==> src/rtl/ctrl_pkg.sv <==
// Shared control definitions: FSM state codes, opcode constants, opcode classes, ALU op codes.
package ctrl_pkg;

   typedef enum logic [2:0] {
      StIdle   = 3'd0,
      StFetch  = 3'd1,
      StDecode = 3'd2,
      StExec   = 3'd3,
      StMem    = 3'd4,
      StWb     = 3'd5,
      StHalt   = 3'd6
   } state_e;

   typedef enum logic [2:0] {
      ClsR      = 3'd0,
      ClsIAlu   = 3'd1,
      ClsLoad   = 3'd2,
      ClsStore  = 3'd3,
      ClsBranch = 3'd4,
      ClsNone   = 3'd7
   } op_class_e;

   localparam logic [6:0] OpcR      = 7'b0110011;
   localparam logic [6:0] OpcIAlu   = 7'b0010011;
   localparam logic [6:0] OpcLoad   = 7'b0000011;
   localparam logic [6:0] OpcStore  = 7'b0100011;
   localparam logic [6:0] OpcBranch = 7'b1100011;

   localparam logic [1:0] AluAdd   = 2'b00;
   localparam logic [1:0] AluSub   = 2'b01;
   localparam logic [1:0] AluFunct = 2'b10;

endpackage

==> src/rtl/opcode_class_decode.sv <==
// Combinational opcode classifier: maps the 7-bit major opcode to a class and a legal flag.
module opcode_class_decode
   import ctrl_pkg::*;
(
   input  logic [6:0] opcode,
   output op_class_e  op_class,
   output logic       legal
);

   // Anything outside the five supported major opcodes is reported as illegal.
   always_comb begin
      op_class = ClsNone;
      legal    = 1'b1;
      case (opcode)
         OpcR:      op_class = ClsR;
         OpcIAlu:   op_class = ClsIAlu;
         OpcLoad:   op_class = ClsLoad;
         OpcStore:  op_class = ClsStore;
         OpcBranch: op_class = ClsBranch;
         default:   legal    = 1'b0;
      endcase
   end

endmodule

==> src/rtl/multicycle_control_fsm.sv <==
// Multicycle processor control FSM with memory handshake timeout and retired-instruction counter.
module multicycle_control_fsm
   import ctrl_pkg::*;
#(
   parameter int unsigned MEM_TIMEOUT = 16
) (
   input  logic        clk,
   input  logic        rst,
   input  logic        start,
   input  logic        halt_req,
   input  logic [6:0]  opcode,
   input  logic        zero,
   input  logic        instr_ready,
   input  logic        mem_ready,
   output logic        instr_req,
   output logic        ir_write,
   output logic        pc_write,
   output logic        pc_src,
   output logic        reg_write,
   output logic        alu_src,
   output logic        mem_to_reg,
   output logic        mem_read,
   output logic        mem_write,
   output logic [1:0]  alu_op,
   output logic [2:0]  state,
   output logic        busy,
   output logic        retire,
   output logic        illegal,
   output logic        timeout,
   output logic [31:0] instr_count
);

   // The counter only ever holds 0..MEM_TIMEOUT-1; the final wait cycle is detected by compare.
   localparam int unsigned WaitW = (MEM_TIMEOUT > 1) ? $clog2(MEM_TIMEOUT) : 1;
   localparam logic [WaitW-1:0] WaitLast = WaitW'(MEM_TIMEOUT - 1);

   state_e           state_q, state_d;
   op_class_e        class_q, class_d;
   logic             illegal_q, illegal_d;
   logic             timeout_q, timeout_d;
   logic [WaitW-1:0] wait_q, wait_d;
   logic [31:0]      count_q, count_d;

   op_class_e dec_class;
   logic      dec_legal;

   opcode_class_decode u_decode (
      .opcode   (opcode),
      .op_class (dec_class),
      .legal    (dec_legal)
   );

   // State, latched opcode class, sticky faults, wait counter and retire counter.
   always_ff @(posedge clk or posedge rst) begin
      if (rst) begin
         state_q   <= StIdle;
         class_q   <= ClsNone;
         illegal_q <= 1'b0;
         timeout_q <= 1'b0;
         wait_q    <= '0;
         count_q   <= '0;
      end else begin
         state_q   <= state_d;
         class_q   <= class_d;
         illegal_q <= illegal_d;
         timeout_q <= timeout_d;
         wait_q    <= wait_d;
         count_q   <= count_d;
      end
   end

   // Next-state and datapath controls; wait counter is zero outside FETCH/MEM so it clears on entry.
   always_comb begin
      state_d    = state_q;
      class_d    = class_q;
      illegal_d  = illegal_q;
      timeout_d  = timeout_q;
      wait_d     = '0;
      instr_req  = 1'b0;
      ir_write   = 1'b0;
      pc_write   = 1'b0;
      pc_src     = 1'b0;
      reg_write  = 1'b0;
      alu_src    = 1'b0;
      mem_to_reg = 1'b0;
      mem_read   = 1'b0;
      mem_write  = 1'b0;
      alu_op     = AluAdd;
      retire     = 1'b0;
      case (state_q)
         StIdle: begin
            if (start) state_d = StFetch;
         end
         StFetch: begin
            instr_req = 1'b1;
            if (instr_ready) begin
               ir_write = 1'b1;
               state_d  = StDecode;
            end else if (wait_q == WaitLast) begin
               timeout_d = 1'b1;
               state_d   = StHalt;
            end else begin
               wait_d = wait_q + WaitW'(1);
            end
         end
         StDecode: begin
            if (dec_legal) begin
               class_d = dec_class;
               state_d = StExec;
            end else begin
               illegal_d = 1'b1;
               state_d   = StHalt;
            end
         end
         StExec: begin
            case (class_q)
               ClsR: begin
                  alu_op  = AluFunct;
                  state_d = StWb;
               end
               ClsIAlu: begin
                  alu_src = 1'b1;
                  alu_op  = AluFunct;
                  state_d = StWb;
               end
               ClsLoad, ClsStore: begin
                  alu_src = 1'b1;
                  state_d = StMem;
               end
               ClsBranch: begin
                  alu_op   = AluSub;
                  pc_write = 1'b1;
                  pc_src   = zero;
                  retire   = 1'b1;
                  state_d  = halt_req ? StIdle : StFetch;
               end
               default: state_d = StHalt;
            endcase
         end
         StMem: begin
            alu_src   = 1'b1;
            mem_read  = (class_q == ClsLoad);
            mem_write = (class_q != ClsLoad);
            // Ready in the last allowed cycle still completes normally.
            if (mem_ready) begin
               if (class_q == ClsLoad) begin
                  state_d = StWb;
               end else begin
                  pc_write = 1'b1;
                  retire   = 1'b1;
                  state_d  = halt_req ? StIdle : StFetch;
               end
            end else if (wait_q == WaitLast) begin
               timeout_d = 1'b1;
               state_d   = StHalt;
            end else begin
               wait_d = wait_q + WaitW'(1);
            end
         end
         StWb: begin
            reg_write  = 1'b1;
            mem_to_reg = (class_q == ClsLoad);
            pc_write   = 1'b1;
            retire     = 1'b1;
            state_d    = halt_req ? StIdle : StFetch;
         end
         StHalt: begin
            state_d = StHalt;
         end
         default: state_d = StIdle;
      endcase
      count_d = retire ? count_q + 32'd1 : count_q;
   end

   assign state       = state_q;
   assign busy        = (state_q != StIdle) && (state_q != StHalt);
   assign illegal     = illegal_q;
   assign timeout     = timeout_q;
   assign instr_count = count_q;

endmodule
==> config.mk <==
export PLATFORM = sky130hd
export DESIGN_NAME = multicycle_control_fsm
export DESIGN_NICKNAME = d
export VERILOG_FILES = /design/src/rtl/ctrl_pkg.sv /design/src/rtl/opcode_class_decode.sv /design/src/rtl/multicycle_control_fsm.sv
export SDC_FILE = /design/constraint.sdc
export NUM_CORES = 1
export LEC_CHECK = 0
export ABC_CLOCK_PERIOD_IN_PS = 1900
export CAP_MARGIN = 20
export CORE_ASPECT_RATIO = 1.25
export CORE_MARGIN = 8
export CORE_UTILIZATION = 45
export CTS_BUF_LIST = sky130_fd_sc_hd__clkbuf_4 sky130_fd_sc_hd__clkbuf_8
export DETAILED_ROUTE_END_ITERATION = 6
export GPL_TIMING_DRIVEN = 0
export HOLD_SLACK_MARGIN = 0.1
export PLACE_DENSITY_LB_ADDON = 0.12
export SYNTH_ARGS = -nofsm -noshare
export SYNTH_HDL_FRONTEND = slang
export SYNTH_SLANG_ARGS = --single-unit
==> constraint.sdc <==
create_clock -name clk -period 1.9 [get_ports clk]
set_clock_uncertainty 0.05 [all_clocks]
set_input_delay 0.285 -clock clk [delete_from_list [all_inputs] [get_ports clk]]
set_output_delay 0.285 -clock clk [all_outputs]
set_load 0.1 [all_outputs]
== Word level (Yosys, flattened, before mapping) ==
Cells that the tools add are included.
Word-level totals
  flip-flop bits (word level): 44
  latch bits: 0
  memory bits (writable): 0
  bits in read-only memories: 0
  input port bits: 14
  memories: 0
Operators by class
  add/subtract/negate cells: 2
  $mul: 0
  divide/modulo/power cells: 0
  $lt $le $gt $ge: 0
  equal/unequal tests: 21
  shift operators: 0
  mux-type cells: 36
  bitwise gates (word level): 1
  reduce and logical (&&, ||, !) cells: 12
Operators by type and width (number)
  adder 32 x 1 -> 32 bit (second input constant): 1
  one-hot mux 3 bit (7 select lines): 1
  two-way mux 1 bit: 18
  two-way mux 3 bit: 6
  one-hot mux 3 bit (5 select lines): 1
  equality test 7 x 6 -> 1 bit (second input constant): 2
  equality test 3 x 2 -> 1 bit (second input constant): 4
  equality test 3 bit (second input constant): 4
  two-way mux 4 bit: 3
  one-hot mux 3 bit (3 select lines): 1
  one-hot mux 4 bit (2 select lines): 1
  equality test 7 x 2 -> 1 bit (second input constant): 1
  equality test 7 x 5 -> 1 bit (second input constant): 1
  equality test 7 bit (second input constant): 1
  equality test 3 x 1 -> 1 bit (second input constant): 2
  zero test 3 bit: 2
  inequality test 2 bit (second input constant): 3
  OR reduction 5 bit: 1
  adder 4 x 1 -> 4 bit (second input constant): 1
  equality test 4 bit (second input constant): 1
  one-hot mux 1 bit (2 select lines): 2
  one-hot mux 2 bit (2 select lines): 1
  AND reduction 2 bit: 2
  OR reduction 2 bit: 2
  10 further kinds: 10

== Depth between registers and ports, before layout ==
Gate-level depths: netlist of run 1.
  depth after elaboration: 5
  mapped depth: 6

== By module ==
A second synthesis of run 1 with hierarchy kept.
Second synthesis, totals
  cell total of the unflattened synthesis: 233
  area total of the unflattened synthesis: 2402.3 sq um
Modules (own cells, without submodules)
  multicycle_control_fsm: times used 1, cells an instance 221, area each 2319.7 sq um, seq. area each 1104.8 sq um
  opcode_class_decode: times used 1, cells an instance 12, area each 82.6 sq um, seq. area each 0.0 sq um

== Worst setup path before layout of run 1 ==
OpenSTA, ideal clock, no wires.
  path type: flip-flop to flip-flop
  start point: register state_q[1], in the netlist state[1]
  end point: register state_q[0], in the netlist state[0]
  setup time: 0.084 ns
  arrival: 3.878 ns
  setup slack: -2.112 ns
  stages on the path, launching flop included: 5
  buffers on the path: 0
  period minus slack after synthesis: 4.012 ns
  cells stage by stage: dfrtp_1 nand3b_1 nor3_1 a2111oi_0 a21oi_1
On the way
  cells in the longest elaborated chain, start to end: 2
RTL lines
  start, declared: line multicycle_control_fsm.sv:37  | state_e state_q, state_d;
  start signal, assigned: line multicycle_control_fsm.sv:56  | state_q <= StIdle;
  start signal, assigned: line multicycle_control_fsm.sv:63  | state_q <= state_d;
  equality test 3 bit (tied with other cells): line multicycle_control_fsm.sv:90  | case (state_q)
  one-hot mux 3 bit (7 select lines) / inequality test 2 bit (equally long branches)
Parallel ways exist; a longest one is shown, timed or not.
A chain may end at the register's enable or synchronous reset.

== Worst setup path after layout of run 1 ==
  start point: register class_q[2]
  end point: output retire
On the way
  cells in the longest elaborated chain, start to end: 4
RTL lines
  start, declared: line multicycle_control_fsm.sv:38  | op_class_e class_q, class_d;
  start signal, assigned: line multicycle_control_fsm.sv:57  | class_q <= ClsNone;
  start signal, assigned: line multicycle_control_fsm.sv:64  | class_q <= class_d;
  equality test 3 x 2 -> 1 bit: line multicycle_control_fsm.sv:146  | if (class_q == ClsLoad) begin
  two-way mux 1 bit: line multicycle_control_fsm.sv:146
  two-way mux 1 bit: line multicycle_control_fsm.sv:145  | if (mem_ready) begin
  one-hot mux 1 bit (3 select lines) *: line multicycle_control_fsm.sv:90
  end, declared: line multicycle_control_fsm.sv:27  | output logic retire,
Mark *: on every way between the ends. The rest lies on a longest branch, timed or not.

==> qor.yml, run 1 <==
detailed_routing:
  routed_wl_um: 6010
  drt_iter0_drc: 50
  drc_errors: 0
  viasPerCell: 5.22
  wl_per_cell_um: 15.9
  vias: 1975
  first_pass_iters: 4
  antenna_left: 0
clocking:
  htreeDepth: 2
  cts-root-buf: "clkbuf_8"
  clk_pin_slew_ps: 90
  clk_latency_ps: 300
  numCtsBuffers: 5
  clockBufferDepth: 2
  cts_sinks: 44
  cts_tree: "built"
layout:
  final_common_cell: "buf_4"
  nFillCells: 344
  final_cell_count_no_fill: 378
  n_antenna_cell: 0
  nets: 331
  area_delta_synth_final_pct: 63.3
  drive_above_1_share_pct: 50.0
  final_cell_mix: "buf_4 (22), xnor2_1 (20), dfrtp_2 (20)"
die:
  coreArea_sq_um: 4970
  dieWidth_um: 79.5
  start_util_pct: 45.6
  rows: 29
  fp.dieH_um: 95.3
  ios: 64
  dieArea_sq_um: 7580
logic_synthesis:
  syn_avg_cell_area_sq_um: 10.6
  synth_fp_nets: 230
  synth_edf_count: 0
  yosysWarnings: 0
  ys_seq_elements: 44
  async_reset_ff_share_pct: 100
  synth-seq-area-share_pct: 48.8
  syn_inst: 214
  synth_flop_cell: "dfrtp_1"
  synth_cell_types: 44
  syn_area_sq_um: 2270
sta:
  hold_violations: 0
  grt_setup_unrepaired: "true"
  maxSlewViolCount: 0
  finalCritPeriodShare_pct: 114
  min_period_ps: 2170
  fmax_ghz: 0.460
  setup_violations: 36
  worst_slew_pin_slew_ps: 958
  slew_headroom_pct: 36.4
  setup_ws_ps: -273
pwr:
  switching_share_pct: 51.0
  power_frac_comb_pct: 62.9
  total_power_mw: 5.10
  clock_power_share_pct: 11.8
  vdd_drop_max_mv: 0.955
  seqPwrFrac_pct: 25.3
  p_int_mw: 2.50
  power_density_nw_per_um2: 1380
  p_leak_nw: 1.52
  p_switching_mw: 2.60
placement:
  dp_hpwl_um: 4140
  dp_cells: 340
  portBuffers: 63
  gp_congestion: 0.785
critical_path:
  path_max_fanout: 5
  critPathKind: "flip-flop to output port"
  r2r_slack_ps: -240
  cp-end-kind: "output port"
  required_ps: 1560
  crit_arrival_ps: 1840
  cp-start-kind: "flip-flop"
global_routing:
  grt_first_pass_wirelength_um: 10200
  grt_pass1_vias: 2140
  grt_max_degree: 44
  grt_use_total_pct: 16.7
  overflow: 0
  antenna_found_initial: 0
flow_run:
  maxCapViolations: 0
hold_path:
  hold_class: "flip-flop to flip-flop"
run_status:
  violations: "negative setup slack"
  status: "finished with violations"
==> registers in the layout (all words and copies together) (netlist names) <==
name and count:
state 3, instr_count 32, class_q 3, timeout 1, illegal 1, wait_q 4
==> power by group through the flow <==
stage          logic [mW]  clock network (mW)  registers (mW)
6_report             3.21               0.600            1.29
5_1_grt              3.36               0.648            1.32
4_1_cts              3.06               0.616            1.30
3_5_place_dp         2.62                   0            1.33
3_3_place_gp         2.59                   0            1.32
2_1_floorplan        1.44                   0            1.95
==> cells by family after synthesis <==
group	count (synthesis)	share of synthesized area, %
AND/OR/NAND/NOR	102	24.8
flip-flops	44	48.8
XOR/XNOR	33	12.8
AO/OA/AOI/OAI	19	8.78
buffers and inverters	10	1.82
multiplexers	4	1.93
adder cells (fa/ha/maj)	2	1.10
==> per-layer routing <==
metal,vias to the layer above,share of wire [%],global-route usage [%]
met2,51,54,30.8
li1,948,-,-
met3,6,5.4,4.62
met5,-,0,0
met4,0,0.96,5.42
met1,970,39,17.9
==> layout make-up <==
class / count / area (sq um) / share of cell area [%]
Inverter: 6 / 26.3 / 0.710
Timing Repair Buffer: 95 / 971 / 26.2
Tap cell: 62 / 77.6 / 2.10
Clock buffer: 5 / 68.8 / 1.86
Clock inverter: 3 / 23.8 / 0.643
Sequential cell: 44 / 1140 / 30.8
Buffer: 3 / 32.5 / 0.879
Multi-Input combinational cell: 160 / 1360 / 36.7
==> synth_stat cells, drive strengths merged (4+ instances only) <==
cell / n / area (sq um)
nand3: 13 / 70.1
nor3: 6 / 40.0
nand2: 19 / 71.3
dfrtp: 41 / 1030
and3: 11 / 68.8
xnor2: 21 / 184
a2111oi: 4 / 78.8
xor2: 12 / 105
and2: 6 / 37.5
nor2: 19 / 71.3
nand4: 5 / 31.3
nand2b: 4 / 25.0
inv: 6 / 22.5
and4: 4 / 35.0
==> repair_timing <==
item,CTS,global route
pin swaps,14,11
hold endpoints to repair,1,0
setup endpoints to repair,83,66
buffers inserted,20,10
gates resized for setup,213,37
hold buffers,1,0
==> worst max-delay path: stages (launching register included) <==
cell	delay, ps
dfstp_2	540
or3b_4	390
o21a_4	260
nand2_8	90
buf_8	100
buf_12	160
==> metrics by stage <==
step	instance area [sq um]	util (%)	hold WS, ps	setup TNS [ps]	setup WS (ps)
after detailed placement	3180	64.1	413	-18980	-1130
after floorplan	2460	-	380	-9930	-510
after CTS	3650	73.5	426	-5660	-284
after global routing	3700	74.4	446	-8630	-339
final	3700	74.4	418	-6030	-273
after global placement	3160	63.7	402	-36330	-1130
==> path summary, 6_finish.rpt <==
path | start | end | cells after the start
max in group asynchronous | rst | class_q[1]$_DFFE_PP1P_ | 4
min | wait_q[0]$_DFF_PP0_ | wait_q[0]$_DFF_PP0_ | 1
max reg2reg | class_q[2]$_DFFE_PP1P_ | instr_count[23]$_DFFE_PP0P_ | 5
max | class_q[2]$_DFFE_PP1P_ | retire | 5
min reg2reg | wait_q[0]$_DFF_PP0_ | wait_q[0]$_DFF_PP0_ | 1
min in group asynchronous | rst | instr_count[31]$_DFFE_PP0P_ | 3
Power figures use the tool's default switching activity.
==> run 2, diff against run 1 <==
--- a/config.mk
+++ b/config.mk
@@ -5,7 +5,7 @@
 export SDC_FILE = /design/constraint.sdc
 export NUM_CORES = 1
 export LEC_CHECK = 0
-export ABC_CLOCK_PERIOD_IN_PS = 1900
+export ABC_CLOCK_PERIOD_IN_PS = 2100
 export CAP_MARGIN = 20
 export CORE_ASPECT_RATIO = 1.25
 export CORE_MARGIN = 8
==> constraint.sdc (replaced) <==
create_clock -name clk -period 2.1 [get_ports clk]
set_clock_uncertainty 0.05 [all_clocks]
set_input_delay 0.315 -clock clk [delete_from_list [all_inputs] [get_ports clk]]
set_output_delay 0.315 -clock clk [all_outputs]
set_load 0.1 [all_outputs]
==> run 2 against run 1 <==
Net effect: the run still ends with negative setup slack left; worst hold slack got worse by 270 ps; sequential cell count did not move; final area fell by 2.9%; power fell by 16%.
==> qor.yml, run 2 (synthesis gave the netlist of run 1 again) <==
critical_path:
  timing.critical_path.buf_inv: 2  # unchanged
  critPathLaunch: "class_q[2]$_DFFE_PP1P_"
  slowest_delay_ps: 550  # about the same
  cpMaxStageDelayCell: "dfstp_2"
  path_max_fanout: 6  # +1
  r2r_start: "class_q[2]$_DFFE_PP1P_"
  critPathTopFamily: "compound AO/OA/AOI/OAI gates"
  cp-start-kind: "flip-flop"
  crit_arrival_ps: 2350  # +510 ps
  critPathKind: "flip-flop to flip-flop"
  path_cells: "or3b_4 -> o21a_4 -> a2111o_1 -> buf_6 -> buf_4 -> xnor2_2"
  cp-end-kind: "flip-flop"
  required_ps: 2230  # +670 ps
detailed_routing:
  drt_iter0_drc: 62  # +24%
  antenna_left: 0  # unchanged
  vias: 1900  # -3.8%
  drc_errors: 0  # unchanged
  routed_wl_um: 5790  # -3.7%
  wl_per_cell_um: 15.9  # -0.24%
  viasPerCell: 5.21  # -0.37%
  first_pass_iters: 4  # unchanged
sta:
  hold_violations: 0  # unchanged
  fmax_ghz: 0.450
  finalCritPeriodShare_pct: 106
  setup_violations: 20  # -44%
  setup-tns-final_ps: -1110  # +4920 ps
  setup_ws_ps: -121  # +152 ps
  maxSlewViolCount: 0  # unchanged
  worst_slew_pin_slew_ps: 986  # +28.0 ps
  slew_headroom_pct: 34.6  # -1.9 points
  min_period_ps: 2220
  grt_setup_unrepaired: "true"
layout:
  multi_input_area_sq_um: 1380  # +1.2%
  largest_reg_flops: 32  # unchanged
  final_common_cell: "dlygate4sd2_1"
  nFillCells: 378  # +9.9%
  final_cell_mix: "dlygate4sd2_1 (37), dfrtp_2 (20), dfrtp_1 (18)"
  nets: 318  # -3.9%
  n_antenna_cell: 0  # unchanged
  seq_area_sq_um: 1140  # unchanged
  area_delta_synth_final_pct: 58.5
  drive_above_1_share_pct: 38.0  # -12 points
  final_util_pct: 72.2  # -2.2 points
  stdcell_area_sq_um: 3590  # -2.9%
clocking:
  cts_tree: "built"
  cts_hold_buf: 0  # -1
  clk_pin_slew_ps: 80  # about the same
  htreeDepth: 2  # unchanged
  numCtsBuffers: 5  # unchanged
  cts-root-buf: "clkbuf_8"
  cts_sinks: 44  # unchanged
  clk_latency_ps: 290  # about the same
  clockBufferDepth: 2  # unchanged
run_status:
  violations: "negative setup slack"
  status: "finished with violations"
placement:
  portBuffers: 63  # unchanged
  place_ws_ps: -934  # +200 ps
  dp_hpwl_um: 4220  # +1.8%
  placed_area_sq_um: 3140  # -1.4%
  gp_congestion: 0.792  # +0.89%
global_routing:
  antenna_found_initial: 0  # unchanged
  grt_use_total_pct: 15.5  # -1.3 points
  grt_first_pass_wirelength_um: 9430  # -7.2%
  grt_max_degree: 44  # unchanged
  grt_pass1_vias: 1947  # -9.0%
  overflow: 0  # unchanged
pwr:
  vdd_drop_max_mv: 1.26  # +32%
  power_density_nw_per_um2: 1200  # -13%
  p_leak_nw: 1.59  # +4.5%
die:
  fp.dieH_um: 95.3  # unchanged
  dieArea_sq_um: 7580  # unchanged
  ios: 64  # unchanged
  dieWidth_um: 79.5  # unchanged
  coreArea_sq_um: 4970  # unchanged
  start_util_pct: 45.6  # unchanged
  rows: 29  # unchanged
flow_run:
  maxCapViolations: 0  # unchanged
hold_path:
  hold_class: "input pin to async pin"
## run 2: worst paths after layout
kind | slack, ps | cells after the start | end
max | -120 | 6 | instr_count[8]$_DFFE_PP0P_
min | 150 | 2 | instr_count[31]$_DFFE_PP0P_
max reg2reg | -120 | 6 | instr_count[8]$_DFFE_PP0P_
min reg2reg | 420 | 1 | instr_count[31]$_DFFE_PP0P_
max in group asynchronous | 1400 | 3 | class_q[0]$_DFFE_PP1P_
min in group clk | 420 | 1 | instr_count[31]$_DFFE_PP0P_
## run 2: routing by layer
metal	part of all wire, %	vias up	GRT usage (%)
li1	-	926	-
met4	1.2	0	5.42
met5	0	-	0
met1	41	923	18.2
met3	5.7	6	4.25
met2	52	45	26.3
## run 2: power breakdown
part	switching (mW)	leakage [nW]	internal (mW)	total, mW
Clock	0.269	0.0549	0.313	0.582
Combinational	1.80	1.02	0.767	2.56
Sequential	0.146	0.516	1.01	1.15
Total	2.21	1.59	2.09	4.30
## run 2: through the flow
stage / total power, mW / hold WS [ps] / std cells
6_report: 4.30 / 147 / 365
5_1_grt: 4.49 / 145 / 365
4_1_cts: 4.22 / 138 / 361
3_5_place_dp: 3.49 / 401 / 340
3_3_place_gp: 3.47 / 393 / 339
2_1_floorplan: 2.99 / 380 / 214
## run 2: worst register-to-register path, cell delays in order, from the launching register on
cell and delay [ps]:
dfstp_2 550, or3b_4 390, o21a_4 280, a2111o_1 430, buf_6 160, buf_4 140
xnor2_2 120
## run 2: area by class of cell
cell class / instances / area share [%]
plain buffers: 4 / 0.871
repair buffers: 81 / 23.4
multi-input cells: 160 / 38.3
clock buffers: 8 / 2.89
flip-flops and latches: 44 / 31.8
inverters: 6 / 0.627
well taps: 62 / 2.16
## run 2: repair_timing
item,4_1_cts,5_1_grt
endpoints found under the setup margin,77,35
setup buffers,13,4
pin swaps,6,23
gates resized for setup,138,38
==> run 3, diff against run 2 <==
--- a/config.mk
+++ b/config.mk
@@ -5,12 +5,13 @@
 export SDC_FILE = /design/constraint.sdc
 export NUM_CORES = 1
 export LEC_CHECK = 0
-export ABC_CLOCK_PERIOD_IN_PS = 2100
+export ABC_CLOCK_PERIOD_IN_PS = 2400
 export CAP_MARGIN = 20
 export CORE_ASPECT_RATIO = 1.25
 export CORE_MARGIN = 8
 export CORE_UTILIZATION = 45
 export CTS_BUF_LIST = sky130_fd_sc_hd__clkbuf_4 sky130_fd_sc_hd__clkbuf_8
+export CTS_CLUSTER_SIZE = 10
 export DETAILED_ROUTE_END_ITERATION = 6
 export GPL_TIMING_DRIVEN = 0
 export HOLD_SLACK_MARGIN = 0.1
==> constraint.sdc (replaced) <==
create_clock -name clk -period 2.4 [get_ports clk]
set_clock_uncertainty 0.05 [all_clocks]
set_input_delay 0.36 -clock clk [delete_from_list [all_inputs] [get_ports clk]]
set_output_delay 0.36 -clock clk [all_outputs]
set_load 0.1 [all_outputs]
==> run 3 against run 2 <==
Net effect: core utilization shrank 7.2 points; the run now ends clean; critical endpoint is now busy; critical path depth shrank 3; non-clock buffer count shrank 13; worst hold slack gained 29 ps; sequential share of layout area grew 3.4 points.
==> qor.yml, run 3 (synthesis gave the netlist of run 1 again) <==
run_status:
  status: "finished, final reports clean"
clocking:
  cts_tree: "built"
  cts-root-buf: "clkbuf_8"
  clockBufferDepth: 2  # unchanged
  htreeDepth: 2  # unchanged
  clk_latency_ps: 300  # about the same
  clk_pin_slew_ps: 90  # about the same
  cts_sinks: 44  # unchanged
  cts_hold_buf: 0  # unchanged
  numCtsBuffers: 5  # unchanged
layout:
  area_delta_synth_final_pct: 42.6
  final_cell_count_no_fill: 352  # -3.6%
  n_antenna_cell: 0  # unchanged
  final_util_pct: 65.0  # -7.2 points
  nFillCells: 432  # +14%
  drive_above_1_share_pct: 25.5  # -12 points
  largest_reg_flops: 32  # unchanged
  stdcell_area_sq_um: 3230  # -10%
  final_cell_mix: "clkdlybuf4s50_1 (49), dfrtp_1 (22), xnor2_1 (21)"
  nets: 305  # -4.1%
  seq_area_sq_um: 1140  # -0.44%
  final_common_cell: "clkdlybuf4s50_1"
  multi_input_area_sq_um: 1190  # -14%
pwr:
  power_density_nw_per_um2: 1120  # -6.3%
  p_leak_nw: 1.28  # -20%
  p_switching_mw: 1.89  # -15%
  p_int_mw: 1.74  # -17%
  vdd_drop_max_mv: 1.03  # -18%
  switching_share_pct: 52.0  # +0.59 points
  clock_power_share_pct: 15.9  # +2.4 points
  seqPwrFrac_pct: 27.6  # +0.8 points
  power_frac_comb_pct: 56.5  # -3.1 points
flow_run:
  maxCapViolations: 0  # unchanged
detailed_routing:
  vias: 1812  # -4.6%
  wl_per_cell_um: 15.4  # -2.8%
  routed_wl_um: 5430  # -6.2%
  drc_errors: 0  # unchanged
  drt_iter0_drc: 62  # unchanged
  first_pass_iters: 4  # unchanged
  viasPerCell: 5.15  # -1.1%
  antenna_left: 0  # unchanged
sta:
  maxSlewViolCount: 0  # unchanged
  setup_violations: 0  # -100%
  slew_headroom_pct: 33.6  # -0.94 points
  setup-tns-final_ps: 0  # +1110 ps
  fmax_ghz: 0.424
  hold_violations: 0  # unchanged
  min_period_ps: 2360
  finalCritPeriodShare_pct: 98.2
  worst_slew_pin_slew_ps: 993  # +7.12 ps
die:
  dieArea_sq_um: 7580  # unchanged
  fp.dieH_um: 95.3  # unchanged
  dieWidth_um: 79.5  # unchanged
  start_util_pct: 45.6  # unchanged
  coreArea_sq_um: 4970  # unchanged
  ios: 64  # unchanged
  rows: 29  # unchanged
critical_path:
  worstReg2RegEnd: "instr_count[22]$_DFFE_PP0P_"
  required_ps: 1990  # -240 ps
  r2r_slack_ps: 170  # +290 ps
  crit_arrival_ps: 1950  # -400 ps
  r2r_start: "class_q[2]$_DFFE_PP1P_"
  cp-end-kind: "output port"
  cp-start-kind: "flip-flop"
  reg2regPathDepth: 5  # -1
  critPathKind: "flip-flop to output port"
  path_max_fanout: 10  # +4
global_routing:
  antenna_found_initial: 0  # unchanged
  grt_max_degree: 44  # unchanged
  overflow: 0  # unchanged
  grt_use_total_pct: 14.8  # -0.66 points
  grt_first_pass_wirelength_um: 9040  # -4.2%
  grt_pass1_vias: 1877  # -3.6%
placement:
  gp_congestion: 0.795  # +0.37%
  placed_area_sq_um: 3090  # -1.6%
  dp_hpwl_um: 4040  # -4.1%
  dp_cells: 340  # unchanged
  portBuffers: 63  # unchanged
hold_path:
  hold_class: "input pin to async pin"
## run 3: timing repair
| action | in CTS | in global routing |
|---|---|---|
| endpoints found under the hold margin | 0 | 0 |
| setup endpoints to repair | 13 | 7 |
| gates resized for setup | 63 | 9 |
| pin swaps | 0 | 0 |
| setup buffers | 1 | 3 |
## run 3: critical path, cell delays in order, from the launching register on
cell and delay (ps):
dfrtp_4 510, clkbuf_1 230, or3_1 430, clkdlybuf4s15_2 480
## run 3: stage by stage
step | hold slack (ps) | power [mW] | setup slack (ps)
final | 176 | 3.62 | 42.8
after global routing | 170 | 3.76 | -1.41
after CTS | 164 | 3.59 | -96.7
after detailed placement | 404 | 3.02 | -691
after global placement | 393 | 2.99 | -680
after floorplan | 380 | 2.57 | -85.1
## run 3: power groups by stage
stage               Combinational, mW  Sequential [mW]  Clock (mW)
CTS                              2.00             1.01       0.583
finish                           2.05             1.00       0.575
detailed placement               1.98             1.04           0
global route                     2.13             1.02       0.609
global placement                 1.96             1.03           0
floorplan                        1.04             1.53           0
## run 3: final cells by class
class / count / share of cell area [%]
buffer: 4 / 0.813
clock buffer: 6 / 2.36
clock inverter: 2 / 1.08
inverter: 6 / 0.697
multi-input combinational: 160 / 36.8
sequential: 44 / 35.2
tap: 62 / 2.40
timing repair buffer: 68 / 20.7
## run 3: metal layers
layer	vias to the layer above	share of wire, %	global-route usage, %
met5	-	0	0
met4	0	1.8	6.19
met3	9	7.1	4.53
met2	52	47	24.1
met1	856	44	17.7
li1	895	-	-
## run 3: worst max-delay path by stage
stage / from / end / cells after the start
final: state[0]$_DFFE_PP0P_ / busy / 3
after CTS: state[2]$_DFFE_PP0P_ / retire / 5
after floorplan: state[2]$_DFFE_PP0P_ / pc_src / 3
after detailed placement: class_q[2]$_DFFE_PP1P_ / retire / 5
after global routing: state[2]$_DFFE_PP0P_ / instr_req / 4
after global placement: class_q[2]$_DFFE_PP1P_ / retire / 5
